`config.mk`:
```
export PLATFORM = sky130hd
export DESIGN_NAME = dma_copy
export DESIGN_NICKNAME = d
export VERILOG_FILES = /design/src/rtl/dma_pkg.sv /design/src/rtl/dma_ptr.sv /design/src/rtl/dma_copy.sv
export SDC_FILE = /design/constraint.sdc
export NUM_CORES = 1
export LEC_CHECK = 0
export ABC_AREA = 0
export BUFFER_PORTS_ARGS = -buffer_cell sky130_fd_sc_hd__clkbuf_2
export CORE_MARGIN = 3
export CORE_UTILIZATION = 53
export CTS_CLUSTER_SIZE = 20
export DETAILED_ROUTE_END_ITERATION = 6
export HOLD_SLACK_MARGIN = 0.02
export PLACE_DENSITY = 0.9
export SYNTH_ARGS = -nofsm -noshare
export SYNTH_HDL_FRONTEND = slang
export SYNTH_SLANG_ARGS = --single-unit
```
`constraint.sdc`:
```
create_clock -name clk -period 2.9 [get_ports clk]
set_input_delay 0.29 -clock clk [delete_from_list [all_inputs] [get_ports clk]]
set_output_delay 0.29 -clock clk [all_outputs]
set_load 0.1 [all_outputs]
```
`src/rtl/dma_pkg.sv`:
```
// Shared definitions for the dma_copy memory-bus initiator: FSM encoding,
// memory-mapped peripheral addresses and the word step used by the pointers.
package dma_pkg;
   typedef enum logic [1:0] {IDLE, READ, WRITE, DONE} dma_state_t;

   localparam logic [31:0] SW_ADDR   = 32'hC000_0000;
   localparam logic [31:0] LED_ADDR  = 32'hC000_0004;
   localparam logic [31:0] WORD_STEP = 32'd4;
endpackage

```
`src/rtl/dma_ptr.sv`:
```
// Word-aligned 32-bit address pointer: loads with the low two bits cleared and
// advances by one word; wraps modulo 2^32.
module dma_ptr
   import dma_pkg::*;
(
   input  logic        clk,
   input  logic        reset,
   input  logic        load,
   input  logic [31:0] load_val,
   input  logic        inc,
   output logic [31:0] ptr
);
   logic [31:0] ptr_q, ptr_d;

   always_comb begin
      ptr_d = ptr_q;
      if (load)
         ptr_d = load_val & ~32'd3;
      else if (inc)
         ptr_d = ptr_q + WORD_STEP;
   end

   always_ff @(posedge clk or negedge reset) begin
      if (!reset)
         ptr_q <= '0;
      else
         ptr_q <= ptr_d;
   end

   assign ptr = ptr_q;
endmodule

```
`src/rtl/dma_copy.sv`:
```
// Block copy engine on the shared data-memory bus: one read then one write per
// word, stalling whenever bus_gnt is low. Define DMA_COPY_IRQ_EN for irq/irq_ack.
module dma_copy
   import dma_pkg::*;
#(
   parameter int LEN_W = 8
) (
   input  logic             clk,
   input  logic             reset,
   input  logic             start,
   input  logic [31:0]      src,
   input  logic [31:0]      dst,
   input  logic [LEN_W-1:0] len,
   input  logic             bus_gnt,
   output logic             busy,
   output logic             done,
   output logic             mem_we,
   output logic [31:0]      mem_a,
   output logic [31:0]      mem_wd,
   input  logic [31:0]      mem_rd
`ifdef DMA_COPY_IRQ_EN
   ,
   output logic             irq,
   input  logic             irq_ack
`endif
);
   dma_state_t       state_q, state_d;
   logic [LEN_W-1:0] cnt_q, cnt_d;
   logic [31:0]      data_q, data_d;
   logic [31:0]      src_ptr, dst_ptr;
   logic             ptr_ld, src_inc, dst_inc;

   assign ptr_ld  = (state_q == IDLE) && start;
   assign src_inc = (state_q == READ) && bus_gnt;
   assign dst_inc = (state_q == WRITE) && bus_gnt;

   dma_ptr u_src_ptr (
      .clk      (clk),
      .reset    (reset),
      .load     (ptr_ld),
      .load_val (src),
      .inc      (src_inc),
      .ptr      (src_ptr)
   );

   dma_ptr u_dst_ptr (
      .clk      (clk),
      .reset    (reset),
      .load     (ptr_ld),
      .load_val (dst),
      .inc      (dst_inc),
      .ptr      (dst_ptr)
   );

   always_comb begin
      state_d = state_q;
      cnt_d   = cnt_q;
      data_d  = data_q;
      mem_we  = 1'b0;
      mem_a   = '0;
      mem_wd  = '0;
      case (state_q)
         IDLE: begin
            if (start) begin
               cnt_d   = len;
               state_d = (len != '0) ? READ : DONE;
            end
         end
         READ: begin
            mem_a = src_ptr;
            if (bus_gnt) begin
               data_d  = mem_rd;
               state_d = WRITE;
            end
         end
         WRITE: begin
            mem_a  = dst_ptr;
            mem_wd = data_q;
            mem_we = bus_gnt;
            if (bus_gnt) begin
               cnt_d   = cnt_q - LEN_W'(1);
               state_d = (cnt_q == LEN_W'(1)) ? DONE : READ;
            end
         end
         DONE:    state_d = IDLE;
         default: state_d = IDLE;
      endcase
   end

   always_ff @(posedge clk or negedge reset) begin
      if (!reset) begin
         state_q <= IDLE;
         cnt_q   <= '0;
         data_q  <= '0;
      end else begin
         state_q <= state_d;
         cnt_q   <= cnt_d;
         data_q  <= data_d;
      end
   end

   assign busy = (state_q != IDLE);
   assign done = (state_q == DONE);

`ifdef DMA_COPY_IRQ_EN
   logic irq_q, irq_d;

   // Set is asserted both entering and leaving DONE so an ack overlapping
   // completion can never swallow the new interrupt.
   always_comb begin
      irq_d = irq_q;
      if (irq_ack)
         irq_d = 1'b0;
      if ((state_d == DONE) || (state_q == DONE))
         irq_d = 1'b1;
   end

   always_ff @(posedge clk or negedge reset) begin
      if (!reset)
         irq_q <= 1'b0;
      else
         irq_q <= irq_d;
   end

   assign irq = irq_q;
`endif
endmodule

```
# Word level (Yosys, flattened, before mapping)
# Index checks and enable logic that the tools add are counted.
[classes] addsub=3 n_eq_ne=7 mux=16 n_reduce_logical=12
[op_table] op="2-to-1 mux 32 bit" count=5
[op_table] op="adder 32 x 3 -> 32 bit, second input constant" count=2
[op_table] op="case mux 32 bit (2 select lines)" count=1
[op_table] op="2-to-1 mux 8 bit" count=2
[op_table] op="case mux 8 bit (2 select lines)" count=1
[op_table] op="2-to-1 mux 2 bit" count=5
[op_table] op="== test 8 x 1 -> 1 bit, second input constant" count=1
[op_table] op="case mux 2 bit (4 select lines)" count=1
[op_table] op="nonzero test 2 bit" count=4
[op_table] op="nonzero test 8 bit" count=1
[op_table] op="subtractor 8 x 1 -> 8 bit, second input constant" count=1
[op_table] op="!= test 2 bit, second input constant" count=3
[op_table] op="AND reduction 3 bit" count=2
[op_table] op="== test 2 bit, second input constant" count=2
[op_table] op="logical AND 1 bit" count=3
[op_table] op="== test 2 x 1 -> 1 bit, second input constant" count=1
[op_table] op="logical NOT 2 bit" count=1
[op_table] op="AND reduction 2 bit" count=1
[op_table] op="2-to-1 mux 1 bit" count=1
[word_totals] regBits=106 input_bits=108

# Logic depth before layout (Yosys ltp)
# Gate-level depths: netlist of the first run.
[depth] word_depth=4 ltp_mapped=8

# Modules after synthesis
# Synthesis of the first run repeated with hierarchy kept, for this count alone.
[unflattened] cells_unflattened=653 area_unflattened_um2=6112.1
[modules_own_cells] module="dma_ptr" n_inst=2 cells_per_inst=192 area_each_um2=1729.2 seq_area_each_um2=750.7
[modules_own_cells] module="dma_copy" n_inst=1 cells_per_inst=269 area_each_um2=2653.8 seq_area_each_um2=1051.0

# Worst setup path before layout of the first run
# OpenSTA, ideal clock, no wires.
[synth_path] path_type="reg2out" from="register state_q[0]" to="output port mem_a[19]" t_arrival_ps=2795 path_slack_ps=-185 path_stages_with_launch=7 n_path_buf=2 path_cell_list="dfrtp_1 > inv_1 > ha_1 > clkbuf_1 > clkbuf_1 > a22oi_1 > nor2b_1"
[synth_between] elab_chain_cells=2 elab_cells_between_ends=3 cone_classes="eq/ne (2); mux (1)"
[synth_rtl] item="from (decl)" line_no="dma_copy.sv:27" source="dma_state_t state_q, state_d;"
[synth_rtl] item="from (signal assigned)" line_no="dma_copy.sv:96" source="state_q <= state_d;"
[synth_rtl] item="== test 2 bit / == test 2 x 1 -> 1 bit (equally long branches)" line_no="dma_copy.sv:62" source="case (state_q)"
[synth_rtl] item="case mux 32 bit (2 select lines) (*)" line_no="dma_copy.sv:62"
[synth_rtl] item="to (decl)" line_no="dma_copy.sv:18" source="output logic [31:0] mem_a,"
# Every way passes the cells marked *; elsewhere a longest branch is shown, timed or not.

# Final worst setup path of the first run
[layout_path] from="register state_q[0]" to="output port mem_wd[11]"
[layout_between] elab_chain_cells=2
[layout_rtl] item="== test 2 bit" line_no="dma_copy.sv:62"
[layout_rtl] item="2-to-1 mux 32 bit" line_no="dma_copy.sv:62"
[layout_rtl] item="to (decl)" line_no="dma_copy.sv:19" source="output logic [31:0] mem_wd,"
# Every way passes these cells.

==> results of run 1 <==
metal layers:
layer  vias to the layer above  wire (um)  track usage
li1                       2710          -            -
met2                       298       8170        0.433
met4                         0        531        0.109
met5                         -          0            0
met3                        49       1530       0.0566
met1                      2759       6670        0.338
through the flow:
stage	setup slack, ns	std cells	util	hold WS (ns)
after floorplan	0.135	662	-	-0.00559
after global placement	0.268	935	0.653	0.480
after detailed placement	0.164	935	0.653	0.486
after CTS	0.151	951	0.681	0.135
after global routing	0.122	951	0.682	0.149
final	0.248	951	0.682	0.0834
what timing repair did:
action                                  in CTS  in global routing
endpoints found under the setup margin       0                  5
endpoints found under the hold margin        0                  0
gates resized for setup                      0                  2
registers in the layout (all words and copies together) (netlist names):
| signal | cells |
|---|---|
| data_q | 32 |
| u_src_ptr.ptr | 30 |
| cnt_q | 8 |
| state_q | 2 |
| u_dst_ptr.ptr | 30 |
area by class of cell:
cell class,count,area (um2),share of cell area
clock buffer,9,225,0.0301
clock inverter,7,78.8,0.0105
inverter,18,67.6,0.00902
multi-input combinational,495,3300,0.441
sequential,102,2550,0.341
tap,140,175,0.0234
timing repair buffer,180,1080,0.145
layout by cell type (no fill, tap or decap), types with 3 or more instances in the layout:
master and n:
sky130_fd_sc_hd__buf_12 6, sky130_fd_sc_hd__clkbuf_16 9, sky130_fd_sc_hd__inv_1 18, sky130_fd_sc_hd__o22ai_1 6, sky130_fd_sc_hd__xor2_1 9, sky130_fd_sc_hd__and4_1 5, sky130_fd_sc_hd__o21ai_0 40, sky130_fd_sc_hd__buf_4 37
sky130_fd_sc_hd__inv_8 4, sky130_fd_sc_hd__dfrtp_1 102, sky130_fd_sc_hd__nor2b_2 29, sky130_fd_sc_hd__nand2_1 46, sky130_fd_sc_hd__or4_1 20, sky130_fd_sc_hd__and2_1 35, sky130_fd_sc_hd__nor4_1 5, sky130_fd_sc_hd__ha_1 8
sky130_fd_sc_hd__and3_1 6, sky130_fd_sc_hd__o41ai_1 3, sky130_fd_sc_hd__mux2i_1 5, sky130_fd_sc_hd__nand3_1 18, sky130_fd_sc_hd__or3_1 17, sky130_fd_sc_hd__a31oi_1 37, sky130_fd_sc_hd__clkbuf_2 137, sky130_fd_sc_hd__a31o_2 3
sky130_fd_sc_hd__a22oi_1 30, sky130_fd_sc_hd__nor2_1 45, sky130_fd_sc_hd__xnor2_1 11, sky130_fd_sc_hd__o31ai_1 19, sky130_fd_sc_hd__mux2_2 33, sky130_fd_sc_hd__nand4_1 17, sky130_fd_sc_hd__nor3_1 12, sky130_fd_sc_hd__a21oi_1 9
power breakdown:
group / switching [mW] / internal [mW]
clock: 0.609 / 0.619
combinational: 4.33 / 1.86
sequential: 0.807 / 2.13
total: 5.75 / 4.61
logic make-up (layout without fill, tap and decap cells):
logic type / Yosys count / count (layout)
muxes: 38 / 38
and+or+nand+nor: 272 / 272
other: 1 / 2
xor gates and xnor gates: 20 / 20
buffers and inverters: 65 / 214
AOI/OAI and AO/OA: 154 / 154
DFF: 102 / 102
adders and majority gates: 9 / 9
worst paths after layout:
kind | endpoint | slack [ns] | cells after the start
setup / recovery | mem_wd[11] | 0.25 | 5
hold / removal | cnt_q[0] | 0.08 | 1
setup reg to reg | u_dst_ptr.ptr[28] | 0.29 | 6
hold reg to reg | data_q[19] | 0.50 | 1
max in group asynchronous | u_src_ptr.ptr[17] | 2.01 | 2
min in group clk | u_dst_ptr.ptr[10] | 0.14 | 3
==> results_tabular.tex, run 1 <==
\begin{tabular}{lr}
\hline
Metric & Value \\
\hline
\multicolumn{2}{l}{\textbf{Status}} \\
Outcome & finished clean \\
\multicolumn{2}{l}{\textbf{Floorplan}} \\
Area enclosed by the die boundary & 12,700 um2 \\
X dimension of the die & 113 um \\
Number of standard-cell rows in the floorplan & 38 \\
Area of the core region & 11,000 um2 \\
Number of top-level design ports & 175 \\
Starting density of the core & 0.549 \\
Die Y-Extent & around 110 um \\
\multicolumn{2}{l}{\textbf{Global route}} \\
Total congestion overflow after global routing & 0 \\
Combined global-route utilization of all metal layers & 0.263 \\
Wire length of the first global-routing pass & 27,100 um \\
Maximum number of pins on one net before global-route repair & 76 \\
Number of global-route vias before repair & roughly 5,600 \\
Number of antenna violations at the first check in global routing & 0 \\
\multicolumn{2}{l}{\textbf{Timing}} \\
Number of max-slew violations in the final report & 0 \\
Worst slew margin & 0.371 \\
Portion of the clock cycle consumed by the worst path in the final layout & 0.914 \\
Least-Margin Pin Slew & 0.943 ns \\
Final hold violation count & 0 \\
Number of endpoints failing setup at the final stage & 0 \\
Unrepaired setup endpoints after global routing & no \\
Fmax & 377 MHz \\
Clk\_skew & around 0.0089 ns \\
Setup tns final & 0 ns \\
Minimum clock period & 2.65 ns \\
\multicolumn{2}{l}{\textbf{Critical path}} \\
Reg2reg start & state\_q[0] \\
Maximum fanout encountered on the critical timing path & 40 \\
Data required time of the critical path & 2.61 ns \\
Crit-path cells & inv\_1, ha\_2, buf\_4, and2\_1, clkbuf\_2 \\
Critical path capture point type & primary output \\
Slowest cell on crit path & sky130\_fd\_sc\_hd\_\_clkbuf\_2 \\
Crit path launch type & register \\
Timing startpoint of the critical path & state\_q[0] \\
Start-to-end type of the worst setup path & reg2out \\
CP bufs+invs & 3 \\
CP max stage delay & 0.46 ns \\
Top cell family by delay on the critical path & buffers and inverters \\
Worst path arrival time & 2.36 ns \\
\multicolumn{2}{l}{\textbf{Yosys}} \\
Count of synthesis-stage warnings from yosys & 0 \\
Fraction of the mapped netlist area in compound gates & 0.165 \\
Number of synthesized flops with an enable pin & 0 \\
XOR/XNOR share of the synthesized area & 0.0291 \\
Adder-cell share of the synthesized area & 0.0187 \\
\#FFs+latches synth & 102 \\
Gate count of the mapped netlist & 661 \\
Area fraction of the dominant cell type after synthesis & 0.424 \\
Synth async-reset ratio & 1.00 \\
Synth Area in Simple Gates & 0.250 \\
Largest family of logic cells by synthesized area & simple AND/OR/NAND/NOR gates \\
Most numerous cell in the Yosys netlist & sky130\_fd\_sc\_hd\_\_dfrtp\_1 \\
Most frequently used flop master after synthesis & sky130\_fd\_sc\_hd\_\_dfrtp\_1 \\
Cell area after synthesis & between 6000 and 7000 um2 \\
Mux share of post-synthesis cell area & 0.0700 \\
Sequential share of the synthesized area & 0.424 \\
Dominant cells by area after synthesis & sky130\_fd\_sc\_hd\_\_dfrtp\_1 (42\%), sky130\_fd\_sc\_hd\_\_mux2\_2 (6.2\%), sky130\_fd\_sc\_hd\_\_a31oi\_1 (3.8\%), sky130\_fd\_sc\_hd\_\_a22oi\_1 (3.7\%), sky130\_fd\_sc\_hd\_\_and2\_1 (3.6\%) \\
Post-synth top area cell & sky130\_fd\_sc\_hd\_\_dfrtp\_1 \\
Number of distinct library cell variants in the gate-level netlist after synthesis & 47 \\
Average cell area after synthesis & 9.12 um2 \\
Cell types with the highest counts after synthesis & sky130\_fd\_sc\_hd\_\_dfrtp\_1 (102), sky130\_fd\_sc\_hd\_\_nand2\_1 (47), sky130\_fd\_sc\_hd\_\_nor2\_1 (45) \\
\multicolumn{2}{l}{\textbf{Cells and area}} \\
Filler cell count & 867 \\
Design Area, Final & 7490 um2 \\
Synth-to-layout area growth & 24.2\% \\
Number of diodes added for antenna fixing & 0 \\
Final Net Count & 923 \\
Fraction of final layout cells sized beyond drive strength 1 & 0.333 \\
\multicolumn{2}{l}{\textbf{Place}} \\
Port bufs & 168 \\
Total half-perimeter wirelength after legalization and detailed placement & 12,200 um \\
Post-place instance area & 7180 um2 \\
Placer's final routability congestion estimate & 0.860 \\
\multicolumn{2}{l}{\textbf{Route}} \\
Drc violations & 0 \\
Wire length after detailed routing & 16,900 um \\
Detailed router's first-iteration violation count & 511 \\
Post-route antenna net violation count & 0 \\
First-pass iteration count of the detailed router & 7 \\
Vias after detailed routing & 5,816 \\
Detail-routed via count per cell & 6.12 \\
Mean routed wirelength per cell & $\sim$18 um \\
\multicolumn{2}{l}{\textbf{Clocking}} \\
Clk buf depth & 2 \\
Clock-pin slew of the registers on the worst-case setup and hold paths & 0.08 ns \\
TritonCTS Sinks & 102 \\
Level count of the clock H-tree & 3 \\
Hold buffers post-CTS & 0 \\
Worst skew pair latency & $\sim$0.35 ns \\
Postcts setup bufs & 0 \\
TritonCTS Buffers & 9 \\
CTS tree & done \\
Root buffer cell & sky130\_fd\_sc\_hd\_\_clkbuf\_16 \\
\multicolumn{2}{l}{\textbf{Power}} \\
Maximum vdd drop & 1490 uV \\
Leakage power figure & between 3 and 4 nW \\
Power per cell area & 1380 nW/um2 \\
Final total power & 10.4 mW \\
\multicolumn{2}{l}{\textbf{Flow run}} \\
Max-cap violations & 0 \\
\multicolumn{2}{l}{\textbf{Hold path}} \\
Class of the tightest hold or removal check & in2async \\
\hline
\end{tabular}
(Power assumes the default switching activity.)
==> run 2, diff against run 1 <==
--- a/config.mk
+++ b/config.mk
@@ -7,8 +7,10 @@
 export LEC_CHECK = 0
 export ABC_AREA = 0
 export BUFFER_PORTS_ARGS = -buffer_cell sky130_fd_sc_hd__clkbuf_2
+export CELL_PAD_IN_SITES_DETAIL_PLACEMENT = 0
+export CELL_PAD_IN_SITES_GLOBAL_PLACEMENT = 1
 export CORE_MARGIN = 3
-export CORE_UTILIZATION = 53
+export CORE_UTILIZATION = 39
 export CTS_CLUSTER_SIZE = 20
 export DETAILED_ROUTE_END_ITERATION = 6
 export HOLD_SLACK_MARGIN = 0.02
==> results_tabular.tex, run 2 (synthesized netlist as in run 1, its figures left out) <==
\begin{tabular}{lr}
\hline
Metric & Value \\
\hline
\multicolumn{2}{l}{\textbf{Status}} \\
Outcome & finished clean (unchanged) \\
\multicolumn{2}{l}{\textbf{Timing}} \\
Worst hold-check slack & 0.144 ns (was 0.0834 ns) \\
Number of endpoints failing setup at the final stage & 0 (unchanged) \\
Portion of the clock cycle consumed by the worst path in the final layout & 0.887 (was 0.914) \\
Number of max-slew violations in the final report & 0 (unchanged) \\
Fmax & 389 MHz (was 377 MHz) \\
Least-Margin Pin Slew & 0.706 ns (was 0.943 ns) \\
Setup tns final & 0 ns (unchanged) \\
Unrepaired setup endpoints after global routing & no (unchanged) \\
Worst slew margin & 0.529 (was 0.371) \\
Minimum clock period & 2.57 ns (was 2.65 ns) \\
Final hold violation count & 0 (unchanged) \\
Clk\_skew & 0.00734 ns (was 0.00891 ns) \\
\multicolumn{2}{l}{\textbf{Cells and area}} \\
Non-filler instance count after layout & 998 (was 951) \\
Most flops, register & data\_q (unchanged) \\
Synth-to-layout area growth & 30.7\% (was 24.2\%) \\
Fraction of final layout cells sized beyond drive strength 1 & 0.330 (was 0.333) \\
Final core occ & 0.532 (was 0.682) \\
Commonest non-fill, non-tap cell in the layout & sky130\_fd\_sc\_hd\_\_clkbuf\_2 (unchanged) \\
Final Net Count & 925 (was 923) \\
Flip-flop count of the largest register after layout & 32 (unchanged) \\
Highest-count cells in the layout ignoring fill and taps & sky130\_fd\_sc\_hd\_\_clkbuf\_2 (137), sky130\_fd\_sc\_hd\_\_dfrtp\_1 (102), sky130\_fd\_sc\_hd\_\_nand2\_1 (46), sky130\_fd\_sc\_hd\_\_nor2\_1 (45), sky130\_fd\_sc\_hd\_\_o21ai\_0 (40) (unchanged) \\
\multicolumn{2}{l}{\textbf{Floorplan}} \\
Number of standard-cell rows in the floorplan & 44 (was 38) \\
X dimension of the die & 130 um (was 113 um) \\
Starting density of the core & 0.407 (was 0.549) \\
Number of top-level design ports & 175 (unchanged) \\
Die Y-Extent & 130 um (was 113 um) \\
Area of the core region & 14,800 um2 (was 11,000 um2) \\
Area enclosed by the die boundary & 17,000 um2 (was 12,700 um2) \\
\multicolumn{2}{l}{\textbf{Critical path}} \\
Cell repeated most along the worst path & sky130\_fd\_sc\_hd\_\_or4\_1 \\
Crit path launch type & register (unchanged) \\
Top cell family by delay on the critical path & simple AND/OR/NAND/NOR gates (was buffers and inverters) \\
CP bufs+invs & 1 (was 3) \\
Critical path capture point type & register (was primary output) \\
Data required time of the critical path & 3.17 ns (was 2.61 ns) \\
Start-to-end type of the worst setup path & reg2reg (was reg2out) \\
Worst path arrival time & 2.84 ns (was 2.36 ns) \\
Reg2reg start & state\_q[0] (unchanged) \\
Maximum fanout encountered on the critical timing path & 19 (was 40) \\
Slowest cell on crit path & sky130\_fd\_sc\_hd\_\_or4\_1 (was sky130\_fd\_sc\_hd\_\_clkbuf\_2) \\
Crit-path cells & inv\_1, ha\_2, nand2\_1, or4\_1, or4\_1, a31oi\_1 (was inv\_1, ha\_2, buf\_4, and2\_1, clkbuf\_2) \\
Timing startpoint of the critical path & state\_q[0] (unchanged) \\
CP max stage delay & 0.86 ns (was 0.46 ns) \\
\multicolumn{2}{l}{\textbf{Clocking}} \\
Worst skew pair latency & 0.35 ns (about the same) \\
Postcts setup bufs & 0 (unchanged) \\
Root buffer cell & sky130\_fd\_sc\_hd\_\_clkbuf\_16 (unchanged) \\
Level count of the clock H-tree & 3 (unchanged) \\
Clock-pin slew of the registers on the worst-case setup and hold paths & 0.07 ns (was 0.08 ns) \\
CTS tree & done (unchanged) \\
TritonCTS Sinks & 102 (unchanged) \\
Count of cells resized by post-cts repair & 0 (unchanged) \\
Clk buf depth & 2 (unchanged) \\
TritonCTS Buffers & 9 (unchanged) \\
\multicolumn{2}{l}{\textbf{Global route}} \\
Wire length of the first global-routing pass & 27,200 um (was 27,100 um) \\
Combined global-route utilization of all metal layers & 0.204 (was 0.263) \\
Number of antenna violations at the first check in global routing & 1 (was 0) \\
Number of global-route vias before repair & 5,130 (was 5,594) \\
Met3 Track Usage GR & 0.0332 (was 0.0566) \\
Total congestion overflow after global routing & 0 (unchanged) \\
Met2 Use GR & 0.318 (was 0.433) \\
Routing layer with the top usage in global route & met2 (unchanged) \\
GRT met1 Usage & 0.286 (was 0.338) \\
Maximum number of pins on one net before global-route repair & 60 (was 76) \\
\multicolumn{2}{l}{\textbf{Route}} \\
First-pass iteration count of the detailed router & 5 (was 7) \\
Post-route antenna net violation count & 0 (unchanged) \\
Drc violations & 0 (unchanged) \\
Detailed router's first-iteration violation count & 401 (was 511) \\
Detail-routed via count per cell & 5.62 (was 6.12) \\
Mean routed wirelength per cell & 17.4 um (was 17.8 um) \\
Wire length after detailed routing & 17,400 um (was 16,900 um) \\
Vias after detailed routing & 5,610 (was 5,816) \\
\multicolumn{2}{l}{\textbf{Flow run}} \\
Max-cap violations & 0 (unchanged) \\
\multicolumn{2}{l}{\textbf{Power}} \\
Final total power & 11.0 mW (was 10.4 mW) \\
Leakage power figure & 3.32 nW (was 3.24 nW) \\
Power per cell area & 1400 nW/um2 (was 1380 nW/um2) \\
Maximum vdd drop & 1130 uV (was 1490 uV) \\
\multicolumn{2}{l}{\textbf{Place}} \\
Total half-perimeter wirelength after legalization and detailed placement & 12,800 um (was 12,200 um) \\
Post-Place Cells & 980 (was 935) \\
Placer's final routability congestion estimate & 0.894 (was 0.860) \\
Port bufs & 168 (unchanged) \\
\multicolumn{2}{l}{\textbf{Hold path}} \\
Worst hold path startpoint & dst[7] \\
Class of the tightest hold or removal check & in2reg (was in2async) \\
\hline
\end{tabular}
-- run 2: changes by cell type in the layout (fill, tap and decap cells not counted), moves of 2 or more --
cell	delta
sky130_fd_sc_hd__clkbuf_8	+2
sky130_fd_sc_hd__inv_8	-4
sky130_fd_sc_hd__buf_12	+25
sky130_fd_sc_hd__buf_4	-24
sky130_fd_sc_hd__or4_4	-2
sky130_fd_sc_hd__or4_1	+2
-- run 2: repair_timing --
item,in CTS,in global routing
endpoints found under the hold margin,53,0
setup endpoints to repair,0,0
hold buffers,1,0
-- run 2: per-stage QoR --
stage / worst slack [ns] / cell area, um2
after detailed placement: 0.371 / 7550
after CTS: 0.302 / 7870
after global placement: 0.443 / 7550
after global routing: 0.145 / 7880
after floorplan: 0.135 / 6100
final: 0.328 / 7880
-- run 2: final timing paths --
check / depth (start not counted) / endpoint / slack (ns)
hold reg to reg: 1 / data_q[20] / 0.50
setup reg to reg: 6 / u_dst_ptr.ptr[21] / 0.33
hold / removal: 3 / u_dst_ptr.ptr[7] / 0.14
max in group asynchronous: 3 / u_dst_ptr.ptr[24] / 1.64
setup / recovery: 6 / u_dst_ptr.ptr[21] / 0.33
min in group asynchronous: 2 / data_q[13] / 0.53
-- run 2: layer usage --
layer  up-vias  routed length (um)
met3        24                 884
met5         -                   0
met2       153                8350
met4         0                 327
li1       2712                   -
met1      2721                7840
-- run 2: area by class of cell --
type | instances | area, um2
Antenna cell | 1 | 2.50
Clock buffer | 12 | 256
Clock inverter | 4 | 55.1
Fill cell | 1361 | 6930
Inverter | 18 | 67.6
Multi-Input combinational cell | 495 | 3300
Sequential cell | 102 | 2550
Tap cell | 184 | 230
Timing Repair Buffer | 182 | 1410
-- run 2: worst min-delay path, stage by stage --
cell and delay (ns):
sky130_fd_sc_hd__clkbuf_2 0.08, sky130_fd_sc_hd__nand2_1 0.04, sky130_fd_sc_hd__o21ai_0 0.05
-- run 2: power by group --
| part | switching [mW] | internal (mW) | leakage, nW |
|---|---|---|---|
| registers | 0.813 | 2.13 | 1.18 |
| clock network | 0.550 | 0.720 | 0.149 |
| logic | 4.43 | 2.37 | 1.99 |
==> run 3, diff against run 2 <==
--- a/config.mk
+++ b/config.mk
@@ -10,11 +10,12 @@
 export CELL_PAD_IN_SITES_DETAIL_PLACEMENT = 0
 export CELL_PAD_IN_SITES_GLOBAL_PLACEMENT = 1
 export CORE_MARGIN = 3
-export CORE_UTILIZATION = 39
+export CORE_UTILIZATION = 42
 export CTS_CLUSTER_SIZE = 20
 export DETAILED_ROUTE_END_ITERATION = 6
 export HOLD_SLACK_MARGIN = 0.02
-export PLACE_DENSITY = 0.9
+export PLACE_DENSITY = 0.95
+export REMOVE_ABC_BUFFERS = 1
 export SYNTH_ARGS = -nofsm -noshare
 export SYNTH_HDL_FRONTEND = slang
 export SYNTH_SLANG_ARGS = --single-unit
==> constraint.sdc (replaced) <==
create_clock -name clk -period 3.1 [get_ports clk]
set_input_delay 0.31 -clock clk [delete_from_list [all_inputs] [get_ports clk]]
set_output_delay 0.31 -clock clk [all_outputs]
set_load 0.1 [all_outputs]
==> results_tabular.tex, run 3 (synthesized netlist as in run 1, its figures left out) <==
\begin{tabular}{lr}
\hline
Metric & Value \\
\hline
\multicolumn{2}{l}{\textbf{Clocking}} \\
Worst skew pair latency & 0.35 ns (about the same) \\
Count of cells resized by post-cts repair & 0 (unchanged) \\
TritonCTS Buffers & 9 (unchanged) \\
Root buffer cell & sky130\_fd\_sc\_hd\_\_clkbuf\_16 (unchanged) \\
TritonCTS Sinks & 102 (unchanged) \\
Clk buf depth & 2 (unchanged) \\
CTS tree & done (unchanged) \\
Clock-pin slew of the registers on the worst-case setup and hold paths & 0.07 ns (about the same) \\
Level count of the clock H-tree & 3 (unchanged) \\
\multicolumn{2}{l}{\textbf{Cells and area}} \\
Final Net Count & 922 (was 925) \\
Highest-count cells in the layout ignoring fill and taps & sky130\_fd\_sc\_hd\_\_clkbuf\_2 (167), sky130\_fd\_sc\_hd\_\_dfrtp\_1 (102), sky130\_fd\_sc\_hd\_\_nand2\_1 (46), sky130\_fd\_sc\_hd\_\_nor2\_1 (45), sky130\_fd\_sc\_hd\_\_o21ai\_0 (40) (was sky130\_fd\_sc\_hd\_\_clkbuf\_2 (137), sky130\_fd\_sc\_hd\_\_dfrtp\_1 (102), sky130\_fd\_sc\_hd\_\_nand2\_1 (46), sky130\_fd\_sc\_hd\_\_nor2\_1 (45), sky130\_fd\_sc\_hd\_\_o21ai\_0 (40)) \\
Synth-to-layout area growth & 21.1\% (was 30.7\%) \\
Flip-flop count of the largest register after layout & 32 (unchanged) \\
Fraction of final layout cells sized beyond drive strength 1 & 0.290 (was 0.330) \\
Most flops, register & data\_q (unchanged) \\
Number of diodes added for antenna fixing & 0 (was 1) \\
Commonest non-fill, non-tap cell in the layout & sky130\_fd\_sc\_hd\_\_clkbuf\_2 (unchanged) \\
Design Area, Final & 7300 um2 (was 7880 um2) \\
\multicolumn{2}{l}{\textbf{Global route}} \\
Number of global-route vias before repair & 5,194 (was 5,130) \\
Number of antenna violations at the first check in global routing & 0 (was 1) \\
Total congestion overflow after global routing & 0 (unchanged) \\
Wire length of the first global-routing pass & 26,400 um (was 27,200 um) \\
Maximum number of pins on one net before global-route repair & 50 (was 60) \\
Combined global-route utilization of all metal layers & 0.205 (was 0.204) \\
\multicolumn{2}{l}{\textbf{Critical path}} \\
Crit path launch type & register (unchanged) \\
Slowest cell on crit path & sky130\_fd\_sc\_hd\_\_or4\_1 (unchanged) \\
Cell repeated most along the worst path & sky130\_fd\_sc\_hd\_\_or4\_1 (unchanged) \\
Crit-path cells & inv\_1, ha\_2, nand4\_1, or4\_1, or4\_1, a31oi\_1 (was inv\_1, ha\_2, nand2\_1, or4\_1, or4\_1, a31oi\_1) \\
Data required time of the critical path & 3.37 ns (was 3.17 ns) \\
Maximum fanout encountered on the critical timing path & 18 (was 19) \\
Worst path arrival time & 2.97 ns (was 2.84 ns) \\
CP max stage delay & 0.84 ns (was 0.86 ns) \\
Critical path capture point type & register (unchanged) \\
Start-to-end type of the worst setup path & reg2reg (unchanged) \\
Worst reg2reg path depth & 6 (unchanged) \\
\multicolumn{2}{l}{\textbf{Power}} \\
Combinational share of power & 0.585 (was 0.617) \\
Internal power & 4.06 mW (was 5.22 mW) \\
Power per cell area & 1260 nW/um2 (was 1400 nW/um2) \\
Maximum vdd drop & 843 uV (was 1130 uV) \\
NetSw & 5.14 mW (was 5.79 mW) \\
Power share of the clock group & 0.122 (was 0.115) \\
Sequential fraction of design power & 0.294 (was 0.267) \\
Leakage power figure & 3.16 nW (was 3.32 nW) \\
Share of total power consumed by net switching & 0.559 (was 0.526) \\
Final total power & 9.19 mW (was 11.0 mW) \\
\multicolumn{2}{l}{\textbf{Floorplan}} \\
Die Y-Extent & 126 um (was 130 um) \\
Starting density of the core & 0.433 (was 0.407) \\
Area enclosed by the die boundary & 15,800 um2 (was 17,000 um2) \\
X dimension of the die & 126 um (was 130 um) \\
Number of top-level design ports & 175 (unchanged) \\
Area of the core region & 13,900 um2 (was 14,800 um2) \\
Number of standard-cell rows in the floorplan & 43 (was 44) \\
\multicolumn{2}{l}{\textbf{Place}} \\
Placer's final routability congestion estimate & 0.803 (was 0.894) \\
Total half-perimeter wirelength after legalization and detailed placement & 11,900 um (was 12,800 um) \\
Post-place instance area & 7000 um2 (was 7550 um2) \\
Port bufs & 168 (unchanged) \\
\multicolumn{2}{l}{\textbf{Flow run}} \\
Max-cap violations & 0 (unchanged) \\
\multicolumn{2}{l}{\textbf{Route}} \\
Drc violations & 0 (unchanged) \\
Mean routed wirelength per cell & 16.3 um (was 17.4 um) \\
Post-route antenna net violation count & 0 (unchanged) \\
Detail-routed via count per cell & 5.59 (was 5.62) \\
Detailed router's first-iteration violation count & 406 (was 401) \\
First-pass iteration count of the detailed router & 5 (unchanged) \\
Vias after detailed routing & 5,525 (was 5,610) \\
Wire length after detailed routing & 16,100 um (was 17,400 um) \\
\multicolumn{2}{l}{\textbf{Timing}} \\
Setup tns final & 0 ns (unchanged) \\
Worst slew margin & 0.562 (was 0.529) \\
Number of endpoints failing setup at the final stage & 0 (unchanged) \\
Clk\_skew & 0.00988 ns (was 0.00734 ns) \\
Number of max-slew violations in the final report & 0 (unchanged) \\
Final hold violation count & 0 (unchanged) \\
Least-Margin Pin Slew & 0.657 ns (was 0.706 ns) \\
Unrepaired setup endpoints after global routing & no (unchanged) \\
Minimum clock period & 2.71 ns (was 2.57 ns) \\
Portion of the clock cycle consumed by the worst path in the final layout & 0.873 (was 0.887) \\
Fmax & 370 MHz (was 389 MHz) \\
\multicolumn{2}{l}{\textbf{Hold path}} \\
WHS Path Cells & 3 (unchanged) \\
Class of the tightest hold or removal check & in2reg (unchanged) \\
\multicolumn{2}{l}{\textbf{Status}} \\
Outcome & finished clean (unchanged) \\
\hline
\end{tabular}
## run 3: what timing repair did
| action | 4_1_cts | 5_1_grt |
|---|---|---|
| hold buffers | 1 | 0 |
| hold endpoints to repair | 20 | 0 |
| buffers inserted | 0 | 0 |
## run 3: metrics by stage
step	util	hold slack [ns]	setup WS (ns)	std cells
6_report	0.524	0.164	0.394	989
3_3_place_gp	0.502	0.380	0.454	973
5_1_grt	0.524	0.157	0.230	989
2_1_floorplan	-	0.0144	-0.554	615
3_5_place_dp	0.502	0.388	0.399	973
4_1_cts	0.524	0.150	0.395	989
## run 3: path summary, 6_finish.rpt
kind / from / to / slack (ns)
worst max-delay path: state_q[0] / u_dst_ptr.ptr[22] / 0.39
worst min-delay path: dst[4] / u_dst_ptr.ptr[4] / 0.16
worst max register to register: state_q[0] / u_dst_ptr.ptr[22] / 0.39
worst min register to register: data_q[4] / data_q[4] / 0.50
max in group asynchronous: reset / cnt_q[7] / 1.76
min in group asynchronous: reset / u_dst_ptr.ptr[20] / 0.54
## run 3: cell type report
type,count,area (um2)
timing repair buffer,179,941
multi-input combinational,495,3220
clock inverter,4,47.5
clock buffer,11,243
sequential,102,2550
tap,180,225
fill,1350,6630
inverter,18,67.6
## run 3: critical path: cells and delay by family, from the launching register on
kind | cells | cell delay, ns
DFF | 1 | 0.40
adders and majority gates | 1 | 0.31
AOI/OAI and AO/OA | 1 | 0.17
and+or+nand+nor | 3 | 1.62
buffers and inverters | 1 | 0.13
## run 3: power groups by stage
stage                     clock (mW)  sequential, mW  combinational, mW
final                           1.12            2.70               5.37
after CTS                       1.15            2.68               5.40
after global routing            1.20            2.80               5.76
after floorplan                    0            2.48               4.46
after detailed placement           0            2.70               5.40
after global placement             0            2.67               5.33
## run 3: metal layers
metal / up-vias / part of all wire / global-route usage / wire (um)
met5: - / 0 / 0 / 0
met4: 0 / 0.023 / 0.0656 / 376
met3: 22 / 0.060 / 0.0411 / 975
met2: 180 / 0.47 / 0.327 / 7640
met1: 2608 / 0.44 / 0.281 / 7150
li1: 2715 / - / - / -
